**config.mk**
```make
export PLATFORM = sky130hd
export DESIGN_NAME = exec_mem_unit
export DESIGN_NICKNAME = d
export VERILOG_FILES = /design/src/rtl/exec_mem_unit.sv
export SDC_FILE = /design/constraint.sdc
export NUM_CORES = 2
export LEC_CHECK = 0
export CELL_PAD_IN_SITES_DETAIL_PLACEMENT = 1
export CELL_PAD_IN_SITES_GLOBAL_PLACEMENT = 1
export CORE_ASPECT_RATIO = 2
export CORE_UTILIZATION = 25
export CTS_CLUSTER_DIAMETER = 100
export DETAILED_ROUTE_END_ITERATION = 8
export GPL_ROUTABILITY_DRIVEN = 1
export GPL_TIMING_DRIVEN = 0
export PLACE_DENSITY = 0.53
export RECOVER_POWER = 50
export SYNTH_ARGS = -nofsm -noshare
export SYNTH_HDL_FRONTEND = slang
export SYNTH_SLANG_ARGS = --single-unit
```
**constraint.sdc**
```tcl
create_clock -name clk -period 5.1 [get_ports clk]
set_input_delay 0.765 -clock clk [delete_from_list [all_inputs] [get_ports clk]]
set_output_delay 0.765 -clock clk [all_outputs]
set_load 0.1 [all_outputs]
```
**src/rtl/exec_mem_unit.sv**
```systemverilog
// Execution/memory slice: combinational 8-bit ALU, 8-bit barrel shifter/rotator,
// and a 256x8 data memory with asynchronous read and an asynchronous clear.
module exec_mem_unit (
  input  logic       clk,
  input  logic       reset,
  input  logic [2:0] alu_op,
  input  logic [7:0] alu_a,
  input  logic [7:0] alu_b,
  input  logic       alu_cin,
  output logic [7:0] alu_out,
  output logic       alu_co,
  output logic       alu_z,
  input  logic [7:0] sh_data,
  input  logic [2:0] sh_count,
  input  logic       sh_dir,
  input  logic       sh_ro_bar,
  output logic [7:0] sh_out,
  output logic       sh_c,
  output logic       sh_z,
  input  logic       mem_we,
  input  logic [7:0] mem_addr,
  input  logic [7:0] mem_wdata,
  output logic [7:0] mem_rdata
);

  typedef enum logic [2:0] {
    OP_ADD  = 3'b000,
    OP_SUB  = 3'b001,
    OP_AND  = 3'b010,
    OP_OR   = 3'b011,
    OP_XOR  = 3'b100,
    OP_PASB = 3'b101,
    OP_PASA = 3'b110,
    OP_NOTA = 3'b111
  } aluOpE;

  logic [8:0] aluWide;
  logic [7:0] shRes;
  logic       shCarry;
  logic [3:0] rotBack;
  logic [7:0] mem_q [256];

  // For SUB the ninth bit of the 9-bit difference is set exactly when it went negative.
  always_comb begin
    aluWide = 9'd0;
    unique case (aluOpE'(alu_op))
      OP_ADD:  aluWide = {1'b0, alu_a} + {1'b0, alu_b} + {8'd0, alu_cin};
      OP_SUB:  aluWide = {1'b0, alu_a} - {1'b0, alu_b} - {8'd0, alu_cin};
      OP_AND:  aluWide = {1'b0, alu_a & alu_b};
      OP_OR:   aluWide = {1'b0, alu_a | alu_b};
      OP_XOR:  aluWide = {1'b0, alu_a ^ alu_b};
      OP_PASB: aluWide = {1'b0, alu_b};
      OP_PASA: aluWide = {1'b0, alu_a};
      OP_NOTA: aluWide = {1'b0, ~alu_a};
      default: aluWide = 9'd0;
    endcase
  end

  assign alu_out = aluWide[7:0];
  assign alu_co  = aluWide[8];
  assign alu_z   = (aluWide[7:0] == 8'h00);

  assign rotBack = 4'd8 - {1'b0, sh_count};

  // A guard bit beside the operand catches the last bit shifted out.
  always_comb begin
    shRes   = sh_data;
    shCarry = 1'b0;
    if (sh_count != 3'd0) begin
      unique case ({sh_ro_bar, sh_dir})
        2'b10: {shCarry, shRes} = {1'b0, sh_data} << sh_count;
        2'b11: {shRes, shCarry} = {sh_data, 1'b0} >> sh_count;
        2'b00: begin
          shRes   = (sh_data << sh_count) | (sh_data >> rotBack);
          shCarry = shRes[0];
        end
        2'b01: begin
          shRes   = (sh_data >> sh_count) | (sh_data << rotBack);
          shCarry = shRes[7];
        end
        default: begin
          shRes   = sh_data;
          shCarry = 1'b0;
        end
      endcase
    end
  end

  assign sh_out = shRes;
  assign sh_c   = shCarry;
  assign sh_z   = (shRes == 8'h00);

  always_ff @(posedge clk or negedge reset) begin
    if (!reset) begin
      for (int i = 0; i < 256; i++) begin
        mem_q[i] <= 8'h00;
      end
    end else if (mem_we) begin
      mem_q[mem_addr] <= mem_wdata;
    end
  end

  assign mem_rdata = mem_q[mem_addr];

endmodule

```
==> results_dict.tcl <==
set metrics [dict create \
    status "finished, violations left" \
    violations "capacitance limit, slew limit, setup timing" \
    die_w_um 440 \
    netlist.area_leader.share 0.534 \
    fin_crit_sh 1.13 \
    async_reset_ff_frac 1.00 \
    reg_top3 "mem_q (2048)" \
    worstMarginPinSlew_ns 3.05 \
    post-route-min-period_ns 5.78 \
    holdPathStages 2 \
    rsz0062_at_grt "true" \
    synthAdderAreaFrac 0.00475 \
    crit_chain "clkdlybuf4s15_2 -> buf_12 -> buf_16 -> buf_16 -> clkbuf_8 -> buf_12 -> mux4_2 -> a22oi_2 -> nand4_1 -> nand4b_1 -> buf_12" \
    maxSlewViolCount 509 \
    syn_area_mm2 0.0959 \
    track_usage 0.276 \
    synth.most_common_cell "mux2_2" \
    start_util 0.251 \
    hold_path_class "in2reg" \
    synth.cells.most_frequent "2,060 x mux2_2, 2,048 x dfrtp_1, 580 x mux4_2" \
    critPathCapture "mem_rdata[2]" \
    clock.fmax_mhz 173 \
    synth_mux_area_frac 0.391 \
    ios 80 \
    fin_tns_setup_ns -2.05 \
    hold_slack_ns 0.469 \
    dieArea_mm2 0.386 \
    synthSimpleGateAreaFrac 0.0271 \
    clk_latency_ns 0.89 \
    cts_buffer_depth 4 \
    ant_nets 0 \
    final.fill_count 39600 \
    cts_tree "done" \
    grt_start_max_net_pins 185 \
    htree_num_levels 4 \
    syn_nets 6213 \
    drive_above_1_share 0.547 \
    numCtsBuffers 190 \
    design_power_total_mw 38.1 \
    synth_seq_cells 2048 \
    crit_required_ns 4.34 \
    crit_path_start "mem_addr[2]" \
    max-vdd-ir-drop_v 0.000266 \
    synth_top_family_by_area "multiplexers" \
    synthCells 6127 \
    cp-start-kind "primary input" \
    die_h_um 878 \
    clkSinkCount 2048 \
    drt-pass1-iter-count 5 \
    yosys-top-cells-area "dfrtp_1 53%, mux2_2 24%, mux4_2 14%" \
    wl_per_cell_um 44.9 \
    p_leak_nw 52.9 \
    synth_edf_count 0 \
    reg2reg_depth 1 \
    setup-violations-final 8 \
    gp_congestion 0.985 \
    antenna_found_initial 51 \
    synth_cell_types 74 \
    registers.top_by_ff_count "mem_q" \
    drtIter0Drc 5107 \
    finalInstanceArea_mm2 0.116 \
    place_area_mm2 0.105 \
    skew_ns 0 \
    grt_overflow 0 \
    max-slew-margin-rel -1.04 \
    regArea_mm2 0.0512 \
    avgSynthCellArea_um2 15.7 \
    drc 0 \
    num_rows 321 \
    cpPeakStageDelay_ns 0.93 \
    yosysWarnings 0 \
    powerDensity_mw_per_mm2 328 \
    reg2reg_from "mem_q[1309]" \
    hpwl_um 384000 \
    clkSlewWorstSetupHoldPaths_ns 0.07 \
    num-nets-final 6781 \
    multi_input_area_mm2 0.0435 \
    max_cap_viol_count 7 \
    r2r_end "mem_q[1309]" \
    worstPathArrival_ns 5.01 \
    synth_xor_area_frac 0.00110 \
    cpMostUsedCell "buf_12" \
    setup_slack_ns -0.676 \
    synth_flop_cell "dfrtp_1" \
    finalHoldViolations 0 \
    yosys.area.top_type "dfrtp_1" \
    grt_pass1_wl_um 698000 \
    area_growth_syn_to_layout_pct 21.3 \
    crit_path_top_delay_cell "a22oi_2" \
    via_count 63900 \
    wirelength_um 535000 \
    grt_pass1_vias 68400 \
    critPathCaptureType "output pin" \
    synth_seq_area_share 0.534 \
    largest_reg_flops 2048 \
    clockRootBuffer "clkbuf_16" \
    avgViaCountPerCell 5.37 \
    critPathMaxFanout 8 \
    synth_compound_area_frac 0.0184 \
    core_area_mm2 0.382 \
    r2r_slack_ns 4.28 \
    setup.worst_path.class "in2out" \
    io_buffers 59 \
]
==> stage by stage <==
step | setup WS (ns) | instances | utilization
after floorplan | -1.03 | 6127 | -
after global placement | -88.60 | 11200 | 0.269
after detailed placement | -4.91 | 11300 | 0.274
after CTS | -0.234 | 11800 | 0.302
after global routing | -0.496 | 11900 | 0.304
final | -0.676 | 11900 | 0.305
==> area by class of cell <==
| class | instances | share of cell area |
|---|---|---|
| tap | 5006 | 0.0538 |
| sequential | 2048 | 0.441 |
| timing repair buffer | 382 | 0.0401 |
| multi-input combinational | 3576 | 0.374 |
| clock buffer | 278 | 0.0482 |
| buffer | 460 | 0.0356 |
| inverter | 37 | 0.00126 |
| antenna | 54 | 0.00116 |
| clock inverter | 58 | 0.00572 |
==> what timing repair did <==
item                                    CTS  global route
hold buffers                              4             0
endpoints found under the hold margin   119             0
pin swaps                                15            17
cloned                                    4             4
endpoints found under the setup margin  641           348
buffers inserted                        148            83
resized for setup                       702            64
==> power breakdown <==
group / internal, mW / switching (mW)
Combinational: 1.95 / 3.48
Sequential: 17.0 / 0.416
Clock: 8.29 / 6.99
Total: 27.2 / 10.9
==> critical path: cells and delay by family <==
| family | cells | cell delay (ns) |
|---|---|---|
| AO/OA/AOI/OAI | 1 | 0.93 |
| multiplexers | 1 | 0.41 |
| AND/OR/NAND/NOR | 2 | 0.93 |
| buffers and inverters | 7 | 1.79 |
==> cells in the final DEF, fill, tap and decap left out, drive strengths merged, types with 6 or more instances in the layout <==
| cell | n |
|---|---|
| mux2 | 2060 |
| buf | 479 |
| and2 | 9 |
| clkdlybuf4s15 | 9 |
| nor2 | 203 |
| diode | 54 |
| clkinv | 36 |
| mux2i | 120 |
| nand4 | 11 |
| dlygate4sd2 | 9 |
| or4 | 8 |
| or3 | 7 |
| o32ai | 12 |
| a221oi | 14 |
| xor2 | 7 |
| clkdlybuf4s50 | 31 |
| a21oi | 38 |
| nor3 | 31 |
| dfrtp | 2048 |
| nand2 | 168 |
| nand2b | 14 |
| nor4 | 8 |
| o21ai | 24 |
| o22ai | 24 |
| a22o | 12 |
| o211ai | 6 |
| mux4 | 580 |
| a22oi | 42 |
| bufinv | 13 |
| nor2b | 21 |
| inv | 41 |
| a31oi | 9 |
| ha | 30 |
| clkbuf | 588 |
| nand3 | 29 |
| a211oi | 13 |
==> worst min path at each step <==
stage | startpoint | slack (ns) | end
final | mem_wdata[2] | 0.47 | mem_q[26]
after global routing | mem_wdata[2] | 0.49 | mem_q[26]
after CTS | mem_wdata[2] | 0.44 | mem_q[26]
after detailed placement | mem_q[1900] | 0.49 | mem_q[1900]
after global placement | mem_q[362] | 0.48 | mem_q[362]
after floorplan | reset | 0.47 | mem_q[0]
==> routing by layer <==
layer	global-route usage	part of all wire	up-vias	routed length (um)
met2	0.473	0.51	2877	270000
met5	0	0.00013	-	71
met4	0.294	0.13	12	70400
li1	-	-	24200	-
met3	0.0501	0.051	1388	27400
met1	0.269	0.31	35400	167000
==> cells by family (layout without fill, tap and decap cells) <==
family,after synthesis,count (layout)
buf+inv,503,1215
fa+ha+maj,34,34
compound gates,246,246
mux,2760,2760
flops,2048,2048
other cells,0,54
xor+xnor,12,12
simple gates,524,524
No activity file was read; power rests on OpenSTA's default activity.
